**config.mk**
```make
export PLATFORM = sky130hd
export DESIGN_NAME = muldiv_ctrl
export DESIGN_NICKNAME = d
export VERILOG_FILES = /design/src/rtl/muldiv_pkg.sv /design/src/rtl/muldiv_hilo.sv /design/src/rtl/muldiv_ctrl.sv
export SDC_FILE = /design/constraint.sdc
export NUM_CORES = 1
export LEC_CHECK = 0
export BUFFER_PORTS_ARGS = -buffer_cell sky130_fd_sc_hd__buf_2
export CAP_MARGIN = 30
export CORE_MARGIN = 3
export CORE_UTILIZATION = 54
export DETAILED_ROUTE_END_ITERATION = 8
export PLACE_DENSITY = 0.93
export SYNTH_ARGS = -nofsm -noshare
export SYNTH_HDL_FRONTEND = slang
export SYNTH_SLANG_ARGS = --single-unit
```
**constraint.sdc**
```tcl
create_clock -name clk -period 4.35 [get_ports clk]
set_clock_uncertainty 0.2 [all_clocks]
set_input_delay 1.305 -clock clk [delete_from_list [all_inputs] [get_ports clk]]
set_output_delay 1.305 -clock clk [all_outputs]
set_load 0.01 [all_outputs]
```
**src/rtl/muldiv_pkg.sv**
```systemverilog
// Shared encodings for the HI/LO multiply/divide controller.
// Latency: n/a (definitions only).
// Backpressure: n/a. Consumers use MULDIV_DIVZERO_EN to enable the zero-divisor bypass.
package muldiv_pkg;

   // Pipeline op encodings
   localparam logic [2:0] OP_MULTU = 3'd0;
   localparam logic [2:0] OP_MULT  = 3'd1;
   localparam logic [2:0] OP_DIVU  = 3'd2;
   localparam logic [2:0] OP_DIV   = 3'd3;
   localparam logic [2:0] OP_MFHI  = 3'd4;
   localparam logic [2:0] OP_MFLO  = 3'd5;
   localparam logic [2:0] OP_MTHI  = 3'd6;
   localparam logic [2:0] OP_MTLO  = 3'd7;

   // Unit function encodings (equal to op[1:0] of a mul/div op)
   localparam logic [1:0] FN_MULTU = 2'd0;
   localparam logic [1:0] FN_MULT  = 2'd1;
   localparam logic [1:0] FN_DIVU  = 2'd2;
   localparam logic [1:0] FN_DIV   = 2'd3;

   // Controller FSM state
   typedef logic [1:0] state_t;
   localparam state_t ST_IDLE  = 2'd0;
   localparam state_t ST_START = 2'd1;
   localparam state_t ST_WAIT  = 2'd2;

   // LO value written by the zero-divisor bypass
   localparam logic [31:0] DZ_LO = 32'hFFFF_FFFF;

endpackage

```
**src/rtl/muldiv_hilo.sv**
```systemverilog
// HI/LO architectural registers with their write-source mux.
// Latency: writes land on the next rising edge; hi/lo are direct register outputs.
// Backpressure: none; the controller guarantees at most one write source per cycle.
module muldiv_hilo
   import muldiv_pkg::*;
(
   input  logic        clk,
   input  logic        resetn,
   input  logic        mt_hi,
   input  logic        mt_lo,
   input  logic [31:0] mt_data,
   input  logic        unit_we,
   input  logic [31:0] unit_hi,
   input  logic [31:0] unit_lo,
   input  logic        dz_we,
   input  logic [31:0] dz_a,
   output logic [31:0] hi,
   output logic [31:0] lo
);

   // Unit result has priority, then zero-divisor bypass, then MTHI/MTLO moves
   always_ff @(posedge clk or negedge resetn) begin
      if (!resetn) begin
         hi <= '0;
         lo <= '0;
      end else if (unit_we) begin
         hi <= unit_hi;
         lo <= unit_lo;
      end else if (dz_we) begin
         hi <= dz_a;
         lo <= DZ_LO;
      end else begin
         if (mt_hi) hi <= mt_data;
         if (mt_lo) lo <= mt_data;
      end
   end

endmodule

```
**src/rtl/muldiv_ctrl.sv**
```systemverilog
// Sequences mul/div ops onto an external unit and owns HI/LO (MULDIV_DIVZERO_EN: zero-divisor bypass).
// Latency: mul/div occupies START plus >=1 WAIT cycle; MFHI/MFLO read same cycle; MTHI/MTLO next edge.
// Backpressure: stall = op_valid while not IDLE; the pipeline holds op/a/b until stall drops.
module muldiv_ctrl
   import muldiv_pkg::*;
(
   input  logic        clk,
   input  logic        resetn,
   input  logic        op_valid,
   input  logic [2:0]  op,
   input  logic [31:0] a,
   input  logic [31:0] b,
   input  logic        flush,
   output logic        stall,
   output logic [31:0] rdata,
   output logic [1:0]  md_func,
   output logic        md_start,
   output logic [31:0] md_a,
   output logic [31:0] md_b,
   input  logic        md_busy,
   input  logic [31:0] md_hi,
   input  logic [31:0] md_lo
);

   state_t      state;
   logic        discard;
   logic        idle;
   logic        take;
   logic        is_md;
   logic        div_zero;
   logic        start_md;
   logic        dz_we;
   logic        mt_hi;
   logic        mt_lo;
   logic        done;
   logic        unit_we;
   logic [31:0] hi;
   logic [31:0] lo;

   assign idle  = (state == ST_IDLE);
   // A flush in IDLE kills whatever op the pipeline presents this cycle.
   assign take  = op_valid && idle && !flush;
   assign is_md = !op[2];

`ifdef MULDIV_DIVZERO_EN
   assign div_zero = ((op[1:0] == FN_DIVU) || (op[1:0] == FN_DIV)) && (b == '0);
`else
   assign div_zero = 1'b0;
`endif

   assign start_md = take && is_md && !div_zero;
   assign dz_we    = take && is_md && div_zero;
   assign mt_hi    = take && (op == OP_MTHI);
   assign mt_lo    = take && (op == OP_MTLO);
   assign done     = (state == ST_WAIT) && !md_busy;
   // A flush on the completion cycle also kills the in-flight result.
   assign unit_we  = done && !discard && !flush;

   assign stall = op_valid && !idle;

   // Same-cycle HI/LO readback; zero whenever no readback is being accepted
   always_comb begin
      rdata = '0;
      if (op_valid && idle) begin
         if (op == OP_MFHI)      rdata = hi;
         else if (op == OP_MFLO) rdata = lo;
      end
   end

   // Controller FSM: operand capture, one-cycle start pulse, completion wait, discard tracking
   always_ff @(posedge clk or negedge resetn) begin
      if (!resetn) begin
         state    <= ST_IDLE;
         md_start <= 1'b0;
         md_a     <= '0;
         md_b     <= '0;
         md_func  <= '0;
         discard  <= 1'b0;
      end else begin
         md_start <= 1'b0;
         case (state)
            ST_IDLE: begin
               if (start_md) begin
                  state    <= ST_START;
                  md_start <= 1'b1;
                  md_a     <= a;
                  md_b     <= b;
                  md_func  <= op[1:0];
               end
            end
            ST_START: begin
               state <= ST_WAIT;
               if (flush) discard <= 1'b1;
            end
            ST_WAIT: begin
               if (flush) discard <= 1'b1;
               if (!md_busy) begin
                  state   <= ST_IDLE;
                  discard <= 1'b0;
               end
            end
            default: state <= ST_IDLE;
         endcase
      end
   end

   muldiv_hilo u_hilo (
      .clk     (clk),
      .resetn  (resetn),
      .mt_hi   (mt_hi),
      .mt_lo   (mt_lo),
      .mt_data (a),
      .unit_we (unit_we),
      .unit_hi (md_hi),
      .unit_lo (md_lo),
      .dz_we   (dz_we),
      .dz_a    (a),
      .hi      (hi),
      .lo      (lo)
   );

endmodule

```
==> results of run 1 <==
[area by class of cell]
| class | instances | area (µm²) | share of cell area [%] |
|---|---|---|---|
| Clock buffer | 23 | 498.0 | 5.896 |
| Sequential cell | 134 | 3353 | 39.70 |
| Multi-Input combinational cell | 377 | 2885 | 34.16 |
| Timing Repair Buffer | 251 | 1385 | 16.40 |
| Inverter | 6 | 22.52 | 0.2667 |
| Antenna cell | 1 | 2.502 | 0.02963 |
| Clock inverter | 8 | 120.1 | 1.422 |
| Tap cell | 143 | 178.9 | 2.119 |
[report_power, final]
| group | internal (µW) | leakage, µW | switching, µW | total (µW) |
|---|---|---|---|---|
| Sequential | 1870 | 0.00168 | 367 | 2240 |
| Combinational | 922 | 0.00211 | 800 | 1720 |
| Clock | 972 | 0.000301 | 514 | 1490 |
[cells in the mapped netlist (2+ instances only)]
library cell,count
a21oi_1,2
a22oi_1,33
a31oi_1,2
buf_1,9
buf_2,6
buf_6,8
clkbuf_1,35
dfrtp_1,134
ha_1,4
inv_1,6
mux2_2,39
mux2_4,29
nand2_1,94
nor2_1,34
o211ai_1,97
o211ai_2,27
o21ai_0,2
or2_1,4
[cells by family after synthesis]
| family | Yosys count |
|---|---|
| flip-flops | 134 |
| AND/OR/NAND/NOR | 141 |
| multiplexers | 68 |
| adder cells (fa/ha/maj) | 4 |
| AO/OA/AOI/OAI | 164 |
| buffers and inverters | 64 |
[path summary, 6_finish.rpt]
kind,to,start,depth (start not counted),slack [ns]
worst max register to register,u_hilo.lo[18]$_DFFE_PN0P_,state[0]$_DFFE_PN0P_,6,1.89
max in group asynchronous,md_func[0]$_DFFE_PN0P_,resetn,2,2.49
worst min-delay path,md_a[22]$_DFFE_PN0P_,md_a[22]$_DFFE_PN0P_,1,0.29
worst min register to register,md_a[22]$_DFFE_PN0P_,md_a[22]$_DFFE_PN0P_,1,0.29
worst max-delay path,rdata[17],op[1],6,0.52
min in group asynchronous,md_a[18]$_DFFE_PN0P_,resetn,1,0.67
[layout by cell type, fill, tap and decap left out, types with 2 or more instances in the layout]
cell type,instances
buf_2,234
dfrtp_1,134
o211ai_1,97
nand2_1,94
mux2_2,39
nor2_1,34
a22oi_1,33
mux2_4,29
o211ai_2,27
clkbuf_16,17
buf_4,10
inv_1,6
clkbuf_8,5
buf_12,5
ha_1,4
clkinv_2,3
bufinv_16,3
or2_1,2
a21oi_1,2
a31oi_1,2
o21ai_0,2
clkinvlp_4,2
[metal layers]
metal	part of all wire [%]	routed length, µm
met5	0	0
met4	2.2	405
met3	8.0	1479
met2	51	9447
met1	39	7250
[metrics by stage]
stage               cells  setup slack (ns)  hold WS [ns]
floorplan             575            0.5912        0.3076
global placement      909            0.5757        0.2815
detailed placement    911            0.5606        0.2855
CTS                   942            0.5234        0.3003
global route          942            0.4355        0.3092
finish                943            0.5207        0.2947
[sequential cells by signal, indices dropped and copies added (netlist names)]
signal / flops
md_a: 32
md_b: 32
u_hilo.hi: 32
u_hilo.lo: 32
md_func: 2
state: 2
discard: 1
md_start: 1
==> flow_metrics.env, run 1 <==
export IMPL_overflow=0
export IMPL_yosysTopAreaCell="dfrtp_1"
export IMPL_cts_buffers_inserted=17
export IMPL_synth_top_family_by_area="compound AO/OA/AOI/OAI gates"
export IMPL_drtIter0Drc=636
export IMPL_grt_pass1_vias=5851
export IMPL_p_per_area_nw_per_um2=645.0
export IMPL_path_buf_inv=3
export IMPL_ant_nets=0
export IMPL_yosysWarningCount=0
export IMPL_wire_per_inst_um=19.71
export IMPL_cts_buffer_depth=2
export IMPL_vdd_drop_max_v=0.0004550
export IMPL_use_met1_pct=35.55
export IMPL_fmaxAchievable_ghz=0.2611
export IMPL_cpMostUsedCell="buf_2"
export IMPL_drive_gt1_share_pct=47.81
export IMPL_cap_violations=0
export IMPL_via_per_inst=5.993
export IMPL_synth_top_cell_area_share_pct=51.40
export IMPL_ys_seq_area_share_pct=51.40
export IMPL_required_ns=2.84
export IMPL_setup_tns_final_ns=0
export IMPL_synth_avg_cell_area_um2=11.35
export IMPL_rsz0062_at_grt="false"
export IMPL_htreeDepth=4
export IMPL_hp_class="reg -> reg"
export IMPL_area_growth_pct=29.46
export IMPL_muxShareOfSynthArea_pct=13.41
export IMPL_io_buffers=235
export IMPL_grtUsageTotal_pct=28.19
export IMPL_synth_area_um2=6524
export IMPL_finish_utilization_pct=72.72
export IMPL_ys_flop_type="dfrtp_1"
export IMPL_critPathTopFamily="buffers and inverters"
export IMPL_drv_slew=0
export IMPL_setup_viol=0
export IMPL_synth_adder_area_share_pct=0.7672
export IMPL_die_h_um=115.9
export IMPL_busiest_layer="met2"
export IMPL_cts_tree="yes"
export IMPL_via_count=5651
export IMPL_hold_viol=0
export IMPL_worst_slew_pin_slew_ns=0.6114
export IMPL_clock_sinks=134
export IMPL_critPathMaxFanout=32
export IMPL_die_w_um=115.9
export IMPL_met2_usage_pct=46.87
export IMPL_crit_type="in -> out"
export IMPL_grt_max_degree=71
export IMPL_fillers=786
export IMPL_globalplace_congestion=0.8105
export IMPL_slowest_stage="and3b_1"
export IMPL_worstPathArrival_ns=2.32
export IMPL_synthDistinctLibCells=28
export IMPL_row_count=39
export IMPL_die_area_um2=13440
export IMPL_slowest_delay_ns=0.26
export IMPL_place_area_um2=7825
export IMPL_min_period_over_period_pct=88.03
export IMPL_start_util_pct=56.17
export IMPL_synth_edf_count=0
export IMPL_boundaryPins=236
export IMPL_min_period_ns=3.829
export IMPL_dr_pass1_iters=8
export IMPL_power_uw=5448
export IMPL_cp_start_kind="input pin"
export IMPL_cts_resized_gates=0
export IMPL_slew_headroom_pct=59.24
export IMPL_grt_pass1_wl_um=29210
export IMPL_nets=927
export IMPL_postSynthCellCount=575
export IMPL_path_cells="buf_2, and3b_1, buf_12, a22oi_1, nor2_1, buf_2"
export IMPL_postCtsSetupBuffers=0
export IMPL_design_area_um2=8446
export IMPL_synth_xor_area_share_pct=0
export IMPL_drc_errors=0
export IMPL_gr_usage_met3_pct=7.363
export IMPL_end_kind="output pin"
export IMPL_status="finished clean"
export IMPL_dp_hpwl_um=12340
export IMPL_synth_area_leaders="dfrtp_1, o211ai_1, mux2_2, mux2_4, nand2_1"
export IMPL_yosys_area_share_simple_pct=8.937
export IMPL_synth_seq_cells=134
export IMPL_leakage_uw=0.004095
export IMPL_clock_latency_ns=0.41
export IMPL_synth_compound_area_share_pct=20.77
export IMPL_root_buffer="clkbuf_16"
export IMPL_routed_wirelength_um=18580
export IMPL_clk_pin_slew_ns=0.05
export IMPL_cts_hold_buf=0
export IMPL_async_flop_share_pct=100.0
export IMPL_antenna_found_initial=0
export IMPL_core_area_um2=11610
export IMPL_syn_nets=715
(Power assumes the default switching activity.)
==> inputs of run 2 (changes only) <==
Settings changed: CORE_MARGIN 3 to 5.
==> run 2 against run 1 <==
Against the previous run:
- power grew 2.4%
- setup slack got worse by 0.041 ns
- clock-buffer cell count shrank 2
- sequential share of layout area shrank 0.11 points
- wire length is 2.5% higher
- non-clock buffer count increased by 1
- sequential cell count stayed put
- critical endpoint is now rdata[29]
- largest power group unchanged
==> flow_metrics.env, run 2 (synthesis results as in run 1) <==
export IMPL_status="finished clean"
export IMPL_htreeDepth=4
export IMPL_min_period_ns=3.871
export IMPL_finish_utilization_pct=71.10
export IMPL_fmaxAchievable_ghz=0.2584
export IMPL_crit_type="in -> out"
export IMPL_clock_sinks=134
export IMPL_p_int_uw=3861
export IMPL_overflow=0
export IMPL_end_kind="output pin"
export IMPL_slowest_delay_ns=0.26
export IMPL_cts_buffers_inserted=17
export IMPL_path_buf_inv=3
export IMPL_grt_pass1_wl_um=30370
export IMPL_cp_start_kind="input pin"
export IMPL_r2r_start="state[0]$_DFFE_PN0P_"
export IMPL_boundaryPins=236
export IMPL_area_growth_pct=29.82
export IMPL_wire_per_inst_um=20.06
export IMPL_mostFrequentLayoutCells="buf_2, dfrtp_1, o211ai_1"
export IMPL_via_count=5682
export IMPL_fillers=851
export IMPL_drtIter0Drc=589
export IMPL_clk_pin_slew_ns=0.06
export IMPL_mostFrequentLayoutCell="buf_2"
export IMPL_grt_max_degree=89
export IMPL_worst_r2r_path_depth=6
export IMPL_globalplace_congestion=0.8191
export IMPL_core_area_um2=11910
export IMPL_grtUsageTotal_pct=26.62
export IMPL_seqCellArea_um2=3353
export IMPL_cts_tree="yes"
export IMPL_clock_latency_ns=0.41
export IMPL_required_ns=2.84
export IMPL_drive_gt1_share_pct=47.82
export IMPL_whs_ns=0.2975
export IMPL_setup_ws_ns=0.4793
export IMPL_reg2reg_slack_ns=1.89
export IMPL_io_buffers=235
export IMPL_slew_headroom_pct=44.30
export IMPL_p_comb_share_pct=30.8
export IMPL_grt_pass1_vias=5979
export IMPL_via_per_inst=5.981
export IMPL_cap_violations=0
export IMPL_cpMostUsedCell="buf_2"
export IMPL_antenna_found_initial=2
export IMPL_row_count=40
export IMPL_cts_hold_buf=0
export IMPL_start_util_pct=54.77
export IMPL_power_frac_seq_pct=40.4
export IMPL_postCtsSetupBuffers=0
export IMPL_clkPwrFrac_pct=28.8
export IMPL_setup_viol=0
export IMPL_swShare_pct=30.77
export IMPL_crit_path_start="op[1]"
export IMPL_rr_endpoint="u_hilo.lo[19]$_DFFE_PN0P_"
export IMPL_drc_errors=0
export IMPL_setup_tns_final_ns=0
export IMPL_cts_resized_gates=0
export IMPL_whs_path_depth=1
export IMPL_worstPathArrival_ns=2.37
export IMPL_cp_depth=6
export IMPL_die_h_um=119.9
export IMPL_worst_slew_pin_slew_ns=0.8356
export IMPL_critPathTopFamily="buffers and inverters"
export IMPL_multi_input_area_um2=2883
export IMPL_cp_endpoint="rdata[29]"
export IMPL_die_w_um=119.9
export IMPL_routed_wirelength_um=19050
export IMPL_pre_cts_ws_ns=0.4727
export IMPL_root_buffer="clkbuf_16"
export IMPL_rsz0062_at_grt="false"
export IMPL_p_per_area_nw_per_um2=658.5
export IMPL_nets=928
export IMPL_cts_buffer_depth=2
export IMPL_critPathMaxFanout=16
export IMPL_hp_class="reg -> reg"
export IMPL_slowest_stage="buf_4"
export IMPL_dr_pass1_iters=5
export IMPL_path_cells="buf_2, and3b_1, buf_4, a22oi_1, nor2_1, buf_2"
export IMPL_leakage_uw=0.004107
export IMPL_hold_viol=0
export IMPL_power_switching_uw=1716
export IMPL_vdd_drop_max_v=0.0004676
export IMPL_die_area_um2=14380
export IMPL_drv_slew=0
export IMPL_dp_hpwl_um=12590
export IMPL_ant_nets=0
export IMPL_min_period_over_period_pct=88.98
## run 2: cell count changes in the layout (fill, tap and decap cells not counted)
cell       before  now
nand2b_1        0    1
buf_12          5    2
nand2b_2        1    0
clkinv_2        3    1
clkbuf_8        5    3
clkinv_4        0    3
diode_2         1    2
buf_4          10   14
bufinv_16       3    5
## run 2: stage by stage
stage	power, µW	cell area (µm²)	cells
floorplan	3279	6524	575
global placement	3868	7770	915
finish	5577	8469	950
detailed placement	3973	7797	916
CTS	5607	8464	948
global route	5870	8469	950
## run 2: worst min-delay path by stage
stage / start / end / slack [ns]
final: md_a[11]$_DFFE_PN0P_ / md_a[11]$_DFFE_PN0P_ / 0.30
after global routing: md_a[11]$_DFFE_PN0P_ / md_a[11]$_DFFE_PN0P_ / 0.30
after CTS: md_a[11]$_DFFE_PN0P_ / md_a[11]$_DFFE_PN0P_ / 0.30
after detailed placement: md_func[0]$_DFFE_PN0P_ / md_func[0]$_DFFE_PN0P_ / 0.29
after global placement: md_b[31]$_DFFE_PN0P_ / md_b[31]$_DFFE_PN0P_ / 0.28
after floorplan: state[1]$_DFFE_PN0P_ / state[1]$_DFFE_PN0P_ / 0.31
## run 2: power groups by stage
stage / Combinational (µW) / Sequential [µW] / Clock [µW]
final: 1720 / 2250 / 1600
after global routing: 1870 / 2320 / 1680
after CTS: 1740 / 2250 / 1620
after detailed placement: 1730 / 2240 / 0
after global placement: 1650 / 2210 / 0
after floorplan: 951 / 2330 / 0
## run 2: final cells by class
| class | instances | area share [%] |
|---|---|---|
| diodes | 2 | 0.05909 |
| inverters | 6 | 0.2659 |
| multi-input cells | 377 | 34.04 |
| clock buffers | 21 | 5.555 |
| well taps | 147 | 2.172 |
| flip-flops and latches | 134 | 39.59 |
| repair buffers | 252 | 16.00 |
| clock inverters | 11 | 2.319 |
## run 2: metal layers
metal,vias up,track usage [%],share of wire (%)
met1,2778,31.94,38
met5,-,0,0
met2,308,44.15,51
met3,64,6.268,7.4
met4,0,14.67,4.2
li1,2532,-,-
